### config.mk
export PLATFORM = sky130hd
export DESIGN_NAME = fir_tap_mac
export DESIGN_NICKNAME = d
export VERILOG_FILES = /design/src/rtl/fir_pkg.sv /design/src/rtl/fir_q15_mul.sv /design/src/rtl/fir_ripple_add.sv /design/src/rtl/fir_tap_mac.sv
export SDC_FILE = /design/constraint.sdc
export NUM_CORES = 1
export LEC_CHECK = 0
export ABC_AREA = 1
export CAP_MARGIN = 20
export CELL_PAD_IN_SITES_DETAIL_PLACEMENT = 0
export CELL_PAD_IN_SITES_GLOBAL_PLACEMENT = 1
export CORE_MARGIN = 2
export CORE_UTILIZATION = 50
export CTS_CLUSTER_SIZE = 14
export DETAILED_ROUTE_END_ITERATION = 8
export PLACE_DENSITY_LB_ADDON = 0.12
export SYNTH_ARGS = -nofsm -noshare
export SYNTH_HDL_FRONTEND = slang
export SYNTH_SLANG_ARGS = --single-unit
### constraint.sdc
create_clock -name clk -period 17.1 [get_ports clk]
set_input_delay 2.565 -clock clk [delete_from_list [all_inputs] [get_ports clk]]
set_output_delay 2.565 -clock clk [all_outputs]
set_load 0.05 [all_outputs]
### src/rtl/fir_pkg.sv
// Shared types and constants for the time-multiplexed Q15 FIR datapath.
// Holds the data format, the sequencer state encoding and the saturation limits.
package fir_pkg;

  localparam int DATA_W = 16;
  localparam int Q_FRAC = 15;

  typedef enum logic [1:0] {
    IDLE = 2'd0,
    MAC  = 2'd1,
    DONE = 2'd2
  } state_t;

  localparam logic [DATA_W-1:0] SAT_POS = 16'h7FFF;
  localparam logic [DATA_W-1:0] SAT_NEG = 16'h8000;

  // Signed overflow of a + b = s: operands agree in sign, result does not.
  function automatic logic add_ov(input logic [DATA_W-1:0] a,
                                  input logic [DATA_W-1:0] b,
                                  input logic [DATA_W-1:0] s);
    return (a[DATA_W-1] == b[DATA_W-1]) && (s[DATA_W-1] != a[DATA_W-1]);
  endfunction

endpackage

### src/rtl/fir_q15_mul.sv
// Combinational 16x16 signed Q15 multiply; full product shifted right 15 (floor), low 16 bits kept.
// Zero latency, no flow control.
module fir_q15_mul
  import fir_pkg::*;
(
  input  logic signed [DATA_W-1:0] a,
  input  logic signed [DATA_W-1:0] b,
  output logic signed [DATA_W-1:0] p
);

  logic signed [2*DATA_W-1:0] full;

  assign full = a * b;
  assign p    = DATA_W'(full >>> Q_FRAC);

endmodule

### src/rtl/fir_ripple_add.sv
// 16-bit ripple-carry adder used by the accumulate stage; combinational, no flow control.
// Carry-out is not produced: overflow is judged from operand and sum MSBs by the caller.
module fir_ripple_add
  import fir_pkg::*;
(
  input  logic [DATA_W-1:0] a,
  input  logic [DATA_W-1:0] b,
  output logic [DATA_W-1:0] s
);

  logic [DATA_W-1:0] c;

  assign c[0] = 1'b0;

  for (genvar i = 0; i < DATA_W; i++) begin : g_fa
    assign s[i] = a[i] ^ b[i] ^ c[i];
    if (i < DATA_W - 1) begin : g_carry
      assign c[i+1] = (a[i] & b[i]) | (c[i] & (a[i] ^ b[i]));
    end
  end

endmodule

### src/rtl/fir_tap_mac.sv
// Time-multiplexed direct-form FIR (one tap per cycle); FIR_TAP_MAC_SATURATE_EN clamps the accumulator.
// Accept->out_valid NTAPS+1 cycles; result held until out_ready, in_ready low while busy.
module fir_tap_mac
  import fir_pkg::*;
#(
  parameter int  NTAPS = 4,
  localparam int TAPW  = $clog2(NTAPS)
) (
  input  logic              clk,
  input  logic              rst,
  input  logic              in_valid,
  output logic              in_ready,
  input  logic [DATA_W-1:0] in_data,
  input  logic              coef_we,
  input  logic [TAPW-1:0]   coef_addr,
  input  logic [DATA_W-1:0] coef_data,
  output logic              out_valid,
  input  logic              out_ready,
  output logic [DATA_W-1:0] out_data,
  output logic              out_ov,
  output logic              busy
);

  localparam int KW = $clog2(NTAPS + 1);

  state_t            state_q, state_d;
  logic [DATA_W-1:0] x_q [NTAPS];
  logic [DATA_W-1:0] x_d [NTAPS];
  logic [DATA_W-1:0] coef_q [NTAPS];
  logic [DATA_W-1:0] coef_d [NTAPS];
  logic [TAPW-1:0]   wr_ptr_q, wr_ptr_d;
  logic [TAPW-1:0]   rd_ptr_q, rd_ptr_d;
  logic [KW-1:0]     k_q, k_d;
  logic [DATA_W-1:0] acc_q, acc_d;
  logic [DATA_W-1:0] prod_q, prod_d;
  logic              ovf_q, ovf_d;
  logic              out_valid_q, out_valid_d;
  logic [DATA_W-1:0] out_data_q, out_data_d;
  logic              out_ov_q, out_ov_d;
  logic              in_ready_q, in_ready_d;
  logic              busy_q, busy_d;

  logic [TAPW-1:0]   tap_idx;
  logic [DATA_W-1:0] prod;
  logic [DATA_W-1:0] sum;
  logic [DATA_W-1:0] acc_next;
  logic              step_ov;

  // The product is registered, so the adder always consumes the previous tap's product;
  // the drain step at k == NTAPS performs no multiply.
  assign tap_idx = (int'(k_q) < NTAPS) ? TAPW'(k_q) : '0;

  fir_q15_mul u_mul (
    .a (coef_q[tap_idx]),
    .b (x_q[rd_ptr_q]),
    .p (prod)
  );

  fir_ripple_add u_add (
    .a (acc_q),
    .b (prod_q),
    .s (sum)
  );

  assign step_ov = add_ov(acc_q, prod_q, sum);

  always_comb begin
`ifdef FIR_TAP_MAC_SATURATE_EN
    acc_next = step_ov ? (acc_q[DATA_W-1] ? SAT_NEG : SAT_POS) : sum;
`else
    acc_next = sum;
`endif
  end

  always_comb begin
    state_d     = state_q;
    x_d         = x_q;
    coef_d      = coef_q;
    wr_ptr_d    = wr_ptr_q;
    rd_ptr_d    = rd_ptr_q;
    k_d         = k_q;
    acc_d       = acc_q;
    prod_d      = prod_q;
    ovf_d       = ovf_q;
    out_valid_d = out_valid_q;
    out_data_d  = out_data_q;
    out_ov_d    = out_ov_q;

    case (state_q)
      IDLE: begin
        if (coef_we && (int'(coef_addr) < NTAPS)) begin
          coef_d[coef_addr] = coef_data;
        end
        if (in_valid) begin
          x_d[wr_ptr_q] = in_data;
          rd_ptr_d      = wr_ptr_q;
          wr_ptr_d      = (int'(wr_ptr_q) == NTAPS - 1) ? '0 : wr_ptr_q + 1'b1;
          k_d           = '0;
          acc_d         = '0;
          prod_d        = '0;
          ovf_d         = 1'b0;
          state_d       = MAC;
        end
      end
      MAC: begin
        acc_d = acc_next;
        ovf_d = ovf_q | step_ov;
        if (int'(k_q) == NTAPS) begin
          out_data_d  = acc_next;
          out_ov_d    = ovf_q | step_ov;
          out_valid_d = 1'b1;
          state_d     = DONE;
        end else begin
          prod_d   = prod;
          rd_ptr_d = (rd_ptr_q == '0) ? TAPW'(NTAPS - 1) : rd_ptr_q - 1'b1;
          k_d      = k_q + 1'b1;
        end
      end
      DONE: begin
        if (out_ready) begin
          out_valid_d = 1'b0;
          state_d     = IDLE;
        end
      end
      default: state_d = IDLE;
    endcase

    in_ready_d = (state_d == IDLE);
    busy_d     = (state_d != IDLE);
  end

  always_ff @(posedge clk) begin
    if (rst) begin
      state_q <= IDLE;
      for (int i = 0; i < NTAPS; i++) begin
        x_q[i]    <= '0;
        coef_q[i] <= '0;
      end
      wr_ptr_q    <= '0;
      rd_ptr_q    <= '0;
      k_q         <= '0;
      acc_q       <= '0;
      prod_q      <= '0;
      ovf_q       <= 1'b0;
      out_valid_q <= 1'b0;
      out_data_q  <= '0;
      out_ov_q    <= 1'b0;
      in_ready_q  <= 1'b1;
      busy_q      <= 1'b0;
    end else begin
      state_q     <= state_d;
      x_q         <= x_d;
      coef_q      <= coef_d;
      wr_ptr_q    <= wr_ptr_d;
      rd_ptr_q    <= rd_ptr_d;
      k_q         <= k_d;
      acc_q       <= acc_d;
      prod_q      <= prod_d;
      ovf_q       <= ovf_d;
      out_valid_q <= out_valid_d;
      out_data_q  <= out_data_d;
      out_ov_q    <= out_ov_d;
      in_ready_q  <= in_ready_d;
      busy_q      <= busy_d;
    end
  end

  assign in_ready  = in_ready_q;
  assign out_valid = out_valid_q;
  assign out_data  = out_data_q;
  assign out_ov    = out_ov_q;
  assign busy      = busy_q;

endmodule
# Word-level counts from Yosys, hierarchy flattened
# Cells that the tools add are included.
[classes] addsub=3 n_reduce_logical=15 bitwise_logic=79 n_mux=34 multipliers=1 n_eq_ne=10 magnitude_cmp=7
[ops] op="64-bit bitwise mux" count=2
[ops] op="16-bit 2-to-1 mux" count=8
[ops] op="16-bit binary-select mux with 2-bit select" count=2
[ops] op="16-bit demux with 2-bit select" count=2
[ops] op="16-bit one-hot mux with 2 select lines" count=2
[ops] op="16-bit by 16-bit multiplier with 31-bit output" count=1
[ops] op="1-bit bitwise XOR" count=31
[ops] op="1-bit AND" count=29
[ops] op="2-bit 2-to-1 mux" count=8
[ops] op="1-bit bitwise OR" count=15
[ops] op="3-bit greater-or-equal comparator (second input constant)" count=4
[ops] op="2-bit inverter with 3-bit output" count=4
[ops] op="2-bit inequality test (second input constant)" count=4
[ops] op="2-bit AND reduction" count=4
[ops] op="2-bit logical NOT" count=3
[ops] op="3-bit by 1-bit less-than comparator with 1-bit output (second input constant)" count=2
[ops] op="3-bit 2-to-1 mux" count=2
[ops] op="2-bit one-hot mux with 3 select lines" count=1
[ops] op="3-bit one-hot mux with 2 select lines" count=1
[ops] op="3-bit AND reduction" count=2
[ops] op="2-bit nonzero test" count=3
[ops] op="2-bit by 1-bit == test with 1-bit output (second input constant)" count=2
[ops] op="1-bit one-hot mux with 2 select lines" count=2
[ops] op="2-bit one-hot mux with 2 select lines" count=1
[ops] op="other kinds (10)" count=14
[word_totals] ff_bits=190 word_cells=169 inputBits=39 output_inout_bits=20

# Longest topological paths before layout
# Gate-level depths: netlist of the first run.
[logic_depth] word_depth=34 depth_mapped=35 mapped_depth_nobuf=32

# Cells and area by module
# Synthesis of the first run repeated with hierarchy kept, for this count alone.
[unflattened] hier_cells=2535 hier_area_um2=18746.7
[modules_own_cells] mod="fir_q15_mul" cells_each=1406 instances=1 area_per_inst_um2=10349.9
[modules_own_cells] mod="fir_tap_mac" cells_each=1099 instances=1 area_per_inst_um2=8045.2
[modules_own_cells] mod="fir_ripple_add" cells_each=30 instances=1 area_per_inst_um2=351.6

# Worst setup path before layout of the first run
# No wires, ideal clock.
[synth_path] path_kind="reg-to-reg" from="reg acc_q[0]" to="reg out_ov_q, in the netlist out_ov" setup_time_ps=117 setup_slack_ps=10711 synth_period_minus_slack_ps=6389 arrival_ps=6272 path_buffers=0 path_stages_with_launch=24 cell_sequence="dfxtp_1 -> ha_1 -> inv_1 -> fa_1 -> fa_1 -> fa_1 -> fa_1 -> fa_1 -> fa_1 -> fa_1 -> fa_1 -> fa_1 -> fa_1 -> fa_1 -> fa_1 -> inv_1 -> fa_1 -> inv_1 -> fa_1 -> or2_2 -> a21oi_1 -> nand2_1 -> o211ai_1 -> inv_1"
[synth_between] elab_chain_cells=33
[synth_lines] item="from (decl)" line="fir_tap_mac.sv:34" rtl="logic [DATA_W-1:0] acc_q, acc_d;"
[synth_lines] item="from (signal assigned)" line="fir_tap_mac.sv:142" rtl="acc_q <= '0;"
[synth_lines] item="from (signal assigned)" line="fir_tap_mac.sv:157" rtl="acc_q <= acc_d;"
[synth_lines] item="1-bit AND (2 in a row)" line="fir_ripple_add.sv:18" rtl="assign c[i+1] = (a[i] & b[i]) | (c[i] & (a[i] ^ b[i]));"
[synth_lines] item="1-bit bitwise OR" line="fir_ripple_add.sv:18"
[synth_lines] item="1-bit AND" line="fir_ripple_add.sv:18"
[synth_lines] item="1-bit bitwise OR" line="fir_ripple_add.sv:18"
[synth_lines] item="1-bit AND" line="fir_ripple_add.sv:18"
[synth_lines] item="1-bit bitwise OR" line="fir_ripple_add.sv:18"
[synth_lines] item="1-bit AND" line="fir_ripple_add.sv:18"
[synth_lines] item="1-bit bitwise OR" line="fir_ripple_add.sv:18"
[synth_lines] item="(+16 left out)"
[synth_lines] item="1-bit AND" line="fir_ripple_add.sv:18"
[synth_lines] item="1-bit bitwise OR" line="fir_ripple_add.sv:18"
[synth_lines] item="1-bit AND" line="fir_ripple_add.sv:18"
[synth_lines] item="1-bit bitwise OR" line="fir_ripple_add.sv:18"
[synth_lines] item="1-bit bitwise XOR" line="fir_ripple_add.sv:16" rtl="assign s[i] = a[i] ^ b[i] ^ c[i];"
[synth_lines] item="1-bit inequality test" line="fir_pkg.sv:21" rtl="return (a[DATA_W-1] == b[DATA_W-1]) && (s[DATA_W-1] != a[DATA_W-1]);"
[synth_lines] item="1-bit logical AND" line="fir_pkg.sv:21"
[synth_lines] item="1-bit bitwise OR" line="fir_tap_mac.sv:110" rtl="out_ov_d = ovf_q | step_ov;"
[synth_lines] item="to (signal assigned)" line="fir_tap_mac.sv:162" rtl="out_ov_q <= out_ov_d;"
[synth_lines] item="to (decl)" line="fir_tap_mac.sv:39" rtl="logic out_ov_q, out_ov_d;"
# Every way passes these cells.
# A chain may end at the register's enable or synchronous reset.

# Worst setup path after layout of the first run
[layout_path] from="reg rd_ptr_q[1]" to="reg prod_q[9]"
[layout_between] elab_chain_cells=7
[layout_lines] item="from (decl)" line="fir_tap_mac.sv:32" rtl="logic [TAPW-1:0] rd_ptr_q, rd_ptr_d;"
[layout_lines] item="from (signal assigned)" line="fir_tap_mac.sv:155" rtl="rd_ptr_q <= rd_ptr_d;"
[layout_lines] item="2-bit inverter with 3-bit output (not written as such)" line="fir_tap_mac.sv:55" rtl=".b (x_q[rd_ptr_q]),"
[layout_lines] item="16-bit binary-select mux with 2-bit select" line="fir_tap_mac.sv:55"
[layout_lines] item="16-bit 2-to-1 mux (not written as such) (2 in a row)" line="fir_tap_mac.sv:55"
[layout_lines] item="16-bit by 16-bit multiplier with 31-bit output" line="fir_q15_mul.sv:13" rtl="assign full = a * b;"
[layout_lines] item="16-bit 2-to-1 mux" line="fir_tap_mac.sv:108" rtl="if (int'(k_q) == NTAPS) begin"
[layout_lines] item="16-bit one-hot mux with 2 select lines" line="fir_tap_mac.sv:89" rtl="case (state_q)"
[layout_lines] item="to (signal assigned)" line="fir_tap_mac.sv:158" rtl="prod_q <= prod_d;"
[layout_lines] item="to (decl)" line="fir_tap_mac.sv:35" rtl="logic [DATA_W-1:0] prod_q, prod_d;"
# Every way passes these cells. The select of a mux whose other input is x is not followed.

==> results of run 1 <==
-- worst min path at each step --
stage	depth (start not counted)	start	endpoint	slack [ns]
4_1_cts	2	coef_q[48]	coef_q[48]	0.45
5_1_grt	2	coef_q[0]	coef_q[0]	0.47
2_1_floorplan	2	coef_q[48]	coef_q[48]	0.42
3_5_place_dp	2	coef_q[48]	coef_q[48]	0.44
3_3_place_gp	2	coef_q[48]	coef_q[48]	0.44
6_report	2	x_q[54]	x_q[54]	0.45
-- cell type report --
| type | count | area (um^2) | share of cell area (%) |
|---|---|---|---|
| timing repair buffer | 73 | 695.7 | 3.584 |
| sequential | 190 | 3804 | 19.60 |
| multi-input combinational | 1537 | 11860 | 61.12 |
| clock buffer | 19 | 442.9 | 2.282 |
| inverter | 508 | 1907 | 9.824 |
| clock inverter | 13 | 120.1 | 0.6188 |
| tap | 461 | 576.8 | 2.972 |
-- layer usage --
layer,GRT usage (%),routed length (um),vias to the layer above
met5,0,0,-
met4,9.895,1671,0
met3,3.957,2460,79
met2,45.20,23000,364
met1,36.15,21250,7299
li1,-,-,7101
-- critical path, delay by kind of cell, from the launching register on --
kind,cells,cell delay [ns]
fa+ha+maj,7,3.11
buf+inv,8,1.77
compound gates,6,1.55
simple gates,7,0.92
flops,1,0.44
-- power by group through the flow --
stage	registers, mW	logic, mW	clock network [mW]
after floorplan	0.500	0.955	0
after global placement	0.508	1.31	0
after detailed placement	0.508	1.32	0
after CTS	0.498	1.33	0.395
after global routing	0.502	1.53	0.411
final	0.499	1.32	0.387
-- cell usage after synthesis --
cell type  number
inv_1         494
nand2_1       402
fa_1          269
nor2_1        248
dfxtp_1       190
a21oi_1       188
o21ai_0       151
ha_1           85
nand3_1        75
clkbuf_1       59
buf_2          18
a211oi_1       15
or2_2          15
o211ai_1       14
a31oi_1        10
clkinv_1        9
nor3_1          8
a32oi_2         6
a21o_1          5
a32oi_1         5
inv_2           5
xnor2_1         5
xor2_1          4
buf_1           3
nand2_2         3
nand4_1         3
nor2_2          3
o21a_1          3
o21bai_1        3
a21boi_0        2
buf_4           2
nand3b_1        2
nor4_1          2
o31ai_1         2
a2bb2oi_1       1
and2_1          1
and3_1          1
buf_6           1
nand2_4         1
o21ai_1         1
o221a_2         1
o221ai_1        1
o22ai_1         1
or2_1           1
-- stage by stage --
step           util (%)  hold WS, ns  area [um^2]  instances  setup slack, ns
2_1_floorplan         -       0.4237        17920       2318            10.71
3_5_place_dp      53.20       0.4391        18830       2768            9.290
5_1_grt           54.84       0.4715        19410       2801            8.535
4_1_cts           54.79       0.4495        19390       2800            9.258
3_3_place_gp      53.20       0.4372        18830       2768            9.284
6_report          54.84       0.4512        19410       2801            9.155
-- state kept, by name, summed over array words and instances (netlist names) --
| name | cells |
|---|---|
| out_data | 16 |
| state_q | 2 |
| busy | 1 |
| wr_ptr_q | 2 |
| ovf_q | 1 |
| prod_q | 16 |
| rd_ptr_q | 2 |
| out_valid | 1 |
| in_ready | 1 |
| acc_q | 16 |
| out_ov | 1 |
| coef_q | 64 |
| x_q | 64 |
| k_q | 3 |
-- kinds of logic after synthesis --
logic type,after synthesis
compound gates,409
simple gates,765
buf+inv,591
flops,190
xor+xnor,9
fa+ha+maj,354
==> impl_metrics.toml, run 1 <==
[route]
dr.pass1.iters = 5
wire_per_inst_um = 17.27
avgViaCountPerCell = 5.299
vias = 14843
drtAntennaViolNets = 0
totalWireLength_um = 48390
drt_iter0_markers = 1024
remaining_drc_errors = 0

[logic_synthesis]
synthTopCellsByArea = "fa_1 (30%), dfxtp_1 (21%), inv_1 (10%)"
synth_fa_ha_area_share_pct = 35.98
synth_top_cell_by_area = "fa_1"
syn_area_um2 = 17920
yosys_warnings = 0
synth_top_area_share_pct = 30.05
yosys_register_bits = 190
synth_fp_nets = 2711
netlist_instances = 2318
synth_xor_area_share_pct = 0.4399
synth_compound_area_share_pct = 12.67
yosysSeqAreaShare_pct = 21.22
synth_cell_types = 44
synth.avg_cell_area_um2 = 7.731
synth_top_family_by_area = "adder cells"
synthMuxAreaShare_pct = 0
synth-simple-area-share_pct = 17.09

[power_and_ir_drop]
vdd.ir_drop.worst_uv = 131.9
intPower_mw = 1.143
p_seq_share_pct = 22.6
leakage_nw = 8.983
sw_frac_of_total_pct = 48.12
total_power_mw = 2.204
p_switching_mw = 1.061
cellPowerDensity_nw_per_um2 = 113.6
clkPwrFrac_pct = 17.5
share_comb_of_total_power_pct = 59.8

[critical_path]
critical_path_class = "reg -> reg"
rrSetupSlack_ns = 9.15
max_stage_delay_ns = 0.89
crit_arrival_ns = 8.24
crit_required_ns = 17.40
startpoint = "rd_ptr_q[1]"
r2r_cells = 28
worstPathMaxFanout = 21
slowest_stage = "a32oi_1"
worstSetupEndpointType = "flop"
cp-start-kind = "flop"
reg2reg_to = "prod_q[9]"
cp-endpoint = "prod_q[9]"
reg2reg_from = "rd_ptr_q[1]"

[timing]
fin_crit_sh_pct = 46.46
finalSetupViolations = 0
fin_crit_ns = 7.945
max_slew.worst_pin.slew_ns = 1.184
rsz0062_at_grt = "false"
hold_violations = 0
max_freq_ghz = 0.1259
slew_headroom_pct = 21.05
fin_tns_setup_ns = 0
maxSlewViolCount = 0
skew_ns = 0.01625

[clocking]
cts_num_sinks = 190
tritoncts = "yes"
cts-htree-levels = 4
cts_resized = 0
cts_root_buf = "clkbuf_16"
post-cts-setup-buffers = 0
clk_pin_slew_ns = 0.07
hold_buffers = 0
insertion_delay_ns = 0.45
cts_made_buffers = 17
cts_max_path_buffers = 2

[cells_and_area]
num_antenna_cells = 0
layout_commonest_cell = "inv_1"
fill_cells = 3440
final_cell_mix = "inv_1 (493), nand2_1 (402), fa_1 (269)"
finalNetCount = 2720
layout-drive-gt1-share_pct = 3.547
area_growth_pct = 8.309

[global_route]
grt_max_degree = 113
grt_overflow = 0
grt_pass1_vias = 15390
gr-usage-all-layers_pct = 27.15
grt_pass1_wl_um = 80110
antenna_found_initial = 0

[floorplan]
fp.dieH_um = 193.3
core_area_um2 = 35400
rows = 69
initial_core_util_pct = 50.63
boundaryPins = 59
die_w_um = 193.3
dieArea_um2 = 37370

[outcome]
status = "completed"

[placement]
hpwl_um = 38000
gp_congestion = 0.9350
portBuffers = 58

[flow_run]
cap_violations = 0

[worst_hold_path]
hold_path_class = "reg -> reg"
No activity file was read; power rests on OpenSTA's default activity.
==> inputs of run 2 (changes only) <==
--- a/config.mk
+++ b/config.mk
@@ -10,7 +10,7 @@
 export CELL_PAD_IN_SITES_DETAIL_PLACEMENT = 0
 export CELL_PAD_IN_SITES_GLOBAL_PLACEMENT = 1
 export CORE_MARGIN = 2
-export CORE_UTILIZATION = 50
+export CORE_UTILIZATION = 48
 export CTS_CLUSTER_SIZE = 14
 export DETAILED_ROUTE_END_ITERATION = 8
 export PLACE_DENSITY_LB_ADDON = 0.12
==> constraint.sdc (replaced) <==
create_clock -name clk -period 7.5 [get_ports clk]
set_input_delay 1.125 -clock clk [delete_from_list [all_inputs] [get_ports clk]]
set_output_delay 1.125 -clock clk [all_outputs]
set_load 0.05 [all_outputs]
==> run 2 against run 1 <==
Cell count up 1.9%; critical path depth down 2; core utilization down 0.86 points; hold slack worse by 0.0025 ns; largest cell class unchanged; largest power group unchanged; first-iteration DRC count about the same; via count up 1.4%.
==> impl_metrics.toml, run 2 (synthesis gave the netlist of run 1 again) <==
[timing]
max_freq_ghz = 0.1419
slew_headroom_pct = 31.53
hold_violations = 0
fin_tns_setup_ns = 0
fin_crit_sh_pct = 93.97
layout_setup_ws_ns = 0.4521
rsz0062_at_grt = "false"
fin_crit_ns = 7.048
finalSetupViolations = 0
skew_ns = 0.01927
maxSlewViolCount = 0
max_slew.worst_pin.slew_ns = 1.027

[route]
drt_iter0_markers = 1025
drtAntennaViolNets = 0
remaining_drc_errors = 0
totalWireLength_um = 49570
dr.pass1.iters = 8
avgViaCountPerCell = 5.274
wire_per_inst_um = 17.37
vias = 15051

[global_route]
grt_pass1_vias = 15368
grt_overflow = 0
grt_max_degree = 115
gr-usage-all-layers_pct = 27.33
antenna_found_initial = 1
grt_pass1_wl_um = 81840

[cells_and_area]
largestRegisters = "coef_q x64, x_q x64"
final_cells = 2854
num_antenna_cells = 0
area_growth_pct = 10.53
finalNetCount = 2766
fill_cells = 3546
layout_commonest_cell = "inv_1"
final_cell_mix = "inv_1 (492), nand2_1 (402), fa_1 (269)"
layout-drive-gt1-share_pct = 5.407

[flow_run]
cap_violations = 0

[floorplan]
initial_core_util_pct = 48.83
boundaryPins = 59
rows = 70
core_area_um2 = 36700
fp.dieH_um = 197.2
die_w_um = 197.2
dieArea_um2 = 38900

[critical_path]
reg2reg_from = "rd_ptr_q[1]"
crit_arrival_ns = 7.34
reg2reg_to = "prod_q[15]"
crit_required_ns = 7.79
r2r_cells = 26
critical_path_class = "reg -> reg"
worstSetupEndpointType = "flop"
cp-start-kind = "flop"
rrSetupSlack_ns = 0.45
worstPathMaxFanout = 21

[power_and_ir_drop]
leakage_nw = 9.211
share_comb_of_total_power_pct = 59.7
p_switching_mw = 2.388
intPower_mw = 2.703
vdd.ir_drop.worst_uv = 213.9
sw_frac_of_total_pct = 46.90
clkPwrFrac_pct = 18.1
cellPowerDensity_nw_per_um2 = 257.0
p_seq_share_pct = 22.2

[clocking]
cts-htree-levels = 4
cts_num_sinks = 190
insertion_delay_ns = 0.46
cts_max_path_buffers = 2
cts_made_buffers = 17
cts_root_buf = "clkbuf_16"
clk_pin_slew_ns = 0.07
hold_buffers = 0
tritoncts = "yes"

[worst_hold_path]
hold_path_class = "reg -> reg"
worstHoldPathCells = 2
hold_start = "coef_q[5]"
holdPathEnd = "coef_q[5]"

[placement]
gp_congestion = 0.9199
hpwl_um = 39150
dp_slack_ns = 0.1944
portBuffers = 58
placed_cells = 2819

[outcome]
status = "completed"
==> run 2: area by class of cell <==
type / count / area (um^2) / share of cell area [%]
timing repair buffer: 119 / 1054 / 5.319
sequential: 190 / 3805 / 19.21
multi-input combinational: 1537 / 11870 / 59.92
clock buffer: 20 / 436.7 / 2.205
tap: 468 / 585.6 / 2.956
inverter: 508 / 1911 / 9.646
clock inverter: 12 / 147.6 / 0.7454
==> run 2: worst max path at each step <==
| stage | startpoint | to | slack, ns | cells past startpoint |
|---|---|---|---|---|
| CTS | k_q[0] | prod_q[15] | 0.16 | 28 |
| detailed placement | k_q[0] | prod_q[15] | 0.19 | 28 |
| finish | rd_ptr_q[1] | prod_q[15] | 0.45 | 26 |
| global placement | k_q[0] | prod_q[15] | 0.26 | 28 |
| floorplan | acc_q[0] | out_ov | 1.11 | 23 |
| global route | k_q[2] | prod_q[10] | 0.04 | 30 |
==> run 2: per-stage QoR <==
stage	power [mW]	util, %	instance area, um^2	hold slack [ns]
5_1_grt	5.639	53.98	19810	0.4674
2_1_floorplan	3.317	-	17920	0.4237
4_1_cts	5.135	53.89	19780	0.4510
3_3_place_gp	4.155	52.25	19180	0.4345
3_5_place_dp	4.191	52.29	19190	0.4388
6_report	5.091	53.98	19810	0.4487
==> run 2: power groups by stage <==
stage	clock [mW]	combinational, mW	sequential [mW]
2_1_floorplan	0	2.18	1.14
5_1_grt	0.981	3.52	1.14
4_1_cts	0.943	3.06	1.13
3_5_place_dp	0	3.04	1.15
6_report	0.922	3.04	1.13
3_3_place_gp	0	3.00	1.15
==> run 2: what timing repair did <==
item                                   4_1_cts  5_1_grt
resized for setup                            0        3
setup buffers                                0        3
endpoints found under the hold margin        0        0
setup endpoints to repair                    0       15
==> run 2: layer usage <==
metal | part of all wire (%) | track usage (%)
met5 | 0.026 | 0
met2 | 47 | 45.84
met1 | 45 | 36.65
met3 | 5.3 | 3.568
met4 | 2.6 | 9.134
==> run 2: critical path: stages (launching register included) <==
cell     delay, ns
dfxtp_1       0.31
inv_1         0.58
a21oi_1       0.08
a32oi_1       0.51
inv_1         0.47
nand2_1       0.17
fa_1          0.45
fa_1          0.44
fa_1          0.49
inv_1         0.05
fa_1          0.51
fa_1          0.50
inv_1         0.05
fa_1          0.52
inv_1         0.06
ha_1          0.35
nand2_1       0.11
nor2_1        0.15
inv_1         0.05
o21ai_0       0.38
a31oi_1       0.16
nand2_2       0.15
nand2_1       0.11
nand2_1       0.07
nand2_1       0.04
nand3_1       0.06
a21oi_1       0.06
==> inputs of run 3 (changes only) <==
--- a/config.mk
+++ b/config.mk
@@ -9,10 +9,10 @@
 export CAP_MARGIN = 20
 export CELL_PAD_IN_SITES_DETAIL_PLACEMENT = 0
 export CELL_PAD_IN_SITES_GLOBAL_PLACEMENT = 1
-export CORE_MARGIN = 2
-export CORE_UTILIZATION = 48
+export CORE_UTILIZATION = 50
 export CTS_CLUSTER_SIZE = 14
 export DETAILED_ROUTE_END_ITERATION = 8
+export DONT_BUFFER_PORTS = 1
 export PLACE_DENSITY_LB_ADDON = 0.12
 export SYNTH_ARGS = -nofsm -noshare
 export SYNTH_HDL_FRONTEND = slang
==> run 3 against run 2 <==
Sequential power barely moved; combinational power rose by 1%; worst setup slack improved by 0.019 ns; routed wire length rose by 1.6%; design area fell by 3.2%; critical path depth rose by 2; sequential share of layout area rose by 0.62 points; critical endpoint is now prod_q[2].
==> impl_metrics.toml, run 3 (synthesis gave the netlist of run 1 again) <==
[placement]
hpwl_um = 39210
post_dp_cell_area_um2 = 18560
portBuffers = 0
dp_slack_ns = 0.4589
gp_congestion = 0.9923

[cells_and_area]
area_growth_pct = 7.023
fin_area_um2 = 19180
final_cell_mix = "inv_1 (489), nand2_1 (402), fa_1 (269)"
finalNetCount = 2700
layout_commonest_cell = "inv_1"
layout-drive-gt1-share_pct = 5.304
final_util_pct = 54.98
largestRegisters = "coef_q x64, x_q x64"

[route]
remaining_drc_errors = 0
wire_per_inst_um = 18.14
drt_iter0_markers = 1097
avgViaCountPerCell = 5.327
totalWireLength_um = 50340
drtAntennaViolNets = 0
dr.pass1.iters = 5
vias = 14783

[global_route]
antenna_found_initial = 0
grt_overflow = 0
grt_max_degree = 115
grt_pass1_wl_um = 82060
grt_pass1_vias = 15308
gr-usage-all-layers_pct = 29.48

[floorplan]
rows = 68
fp.dieH_um = 191.3
die_w_um = 191.3
initial_core_util_pct = 51.37
dieArea_um2 = 36600
boundaryPins = 59
core_area_um2 = 34880

[critical_path]
cpMostUsedCell = "nand2_1"
cp-start-kind = "flop"
reg2reg_from = "k_q[0]"
max_stage_delay_ns = 0.55
critical_path_class = "reg -> reg"
worstSetupEndpointType = "flop"
worstPathMaxFanout = 28
r2r_cells = 28
rrSetupSlack_ns = 0.47
reg2reg_to = "prod_q[2]"
crit_required_ns = 7.82
startpoint = "k_q[0]"
cp-endpoint = "prod_q[2]"
crit_arrival_ns = 7.34
slowest_stage = "dfxtp_1"

[outcome]
status = "completed"

[timing]
layout_setup_ws_ns = 0.4707
skew_ns = 0.01116
finalSetupViolations = 0
max_slew.worst_pin.slew_ns = 1.017
slew_headroom_pct = 32.20
rsz0062_at_grt = "false"
fin_crit_sh_pct = 93.72
max_freq_ghz = 0.1423
maxSlewViolCount = 0
hold_violations = 0
fin_crit_ns = 7.029
fin_tns_setup_ns = 0

[power_and_ir_drop]
share_comb_of_total_power_pct = 59.8
clkPwrFrac_pct = 18.1
leakage_nw = 8.925
p_seq_share_pct = 22.1
intPower_mw = 2.710
total_power_mw = 5.148
cellPowerDensity_nw_per_um2 = 268.4
sw_frac_of_total_pct = 47.35
p_switching_mw = 2.438
vdd.ir_drop.worst_uv = 221.2

[clocking]
cts-htree-levels = 4
clk_pin_slew_ns = 0.07
cts_root_buf = "clkbuf_16"
tritoncts = "yes"
hold_buffers = 0
insertion_delay_ns = 0.44
cts_made_buffers = 17
cts_max_path_buffers = 2
cts_num_sinks = 190

[flow_run]
cap_violations = 0

[worst_hold_path]
hold_path_class = "reg -> reg"
## run 3: changes by cell type in the layout (fill, tap and decap cells not counted), moves of 2 or more
| cell | before | now |
|---|---|---|
| buf_4 | 59 | 52 |
| inv_8 | 3 | 1 |
| clkdlybuf4s50_1 | 57 | 0 |
| inv_1 | 492 | 489 |
| clkinvlp_4 | 1 | 5 |
| clkbuf_1 | 3 | 1 |
| clkinv_2 | 2 | 4 |
| clkbuf_8 | 0 | 2 |
## run 3: how the worst min path moves through the flow
stage	from	endpoint	slack [ns]	depth (start not counted)
global route	coef_q[49]	coef_q[49]	0.47	2
CTS	coef_q[49]	coef_q[49]	0.45	2
global placement	coef_q[48]	coef_q[48]	0.43	2
floorplan	coef_q[48]	coef_q[48]	0.42	2
finish	coef_q[49]	coef_q[49]	0.45	2
detailed placement	coef_q[49]	coef_q[49]	0.44	2
## run 3: layer usage
metal	track usage [%]	vias up	share of wire [%]	wire, um
li1	-	7049	-	-
met1	38.96	7291	43	21820
met2	50.39	366	49	24440
met3	3.507	77	5.5	2794
met4	8.944	0	2.6	1292
met5	0	-	0	0
## run 3: area by class of cell
cell class / count / area [um^2]
Fill cell: 3411 / 15700
Multi-Input combinational cell: 1537 / 11890
Sequential cell: 190 / 3804
Inverter: 508 / 1923
Tap cell: 455 / 569.3
Clock buffer: 20 / 456.7
Timing Repair Buffer: 53 / 410.4
Clock inverter: 11 / 128.9
Antenna cell: 1 / 2.502
## run 3: power groups by stage
stage / Sequential [mW] / Clock, mW / Combinational (mW)
after floorplan: 1.14 / 0 / 2.18
after detailed placement: 1.16 / 0 / 3.06
after CTS: 1.14 / 0.949 / 3.09
final: 1.14 / 0.930 / 3.08
after global placement: 1.16 / 0 / 3.04
after global routing: 1.15 / 0.981 / 3.51
## run 3: stage by stage
step                      hold slack (ns)  instances
after floorplan                    0.4237       2318
after global placement             0.4325       2743
after detailed placement           0.4372       2743
after CTS                          0.4479       2774
after global routing               0.4662       2774
final                              0.4463       2775
## run 3: worst max-delay path: cells and delay by family, from the launching register on
family	cells	cell delay (ns)
simple gates	10	1.44
buf+inv	7	1.02
flops	1	0.55
compound gates	4	0.54
fa+ha+maj	7	3.34
## run 3: what timing repair did
| item | CTS | global route |
|---|---|---|
| setup buffers | 0 | 0 |
| endpoints found under the setup margin | 0 | 11 |
| gates resized for setup | 0 | 7 |
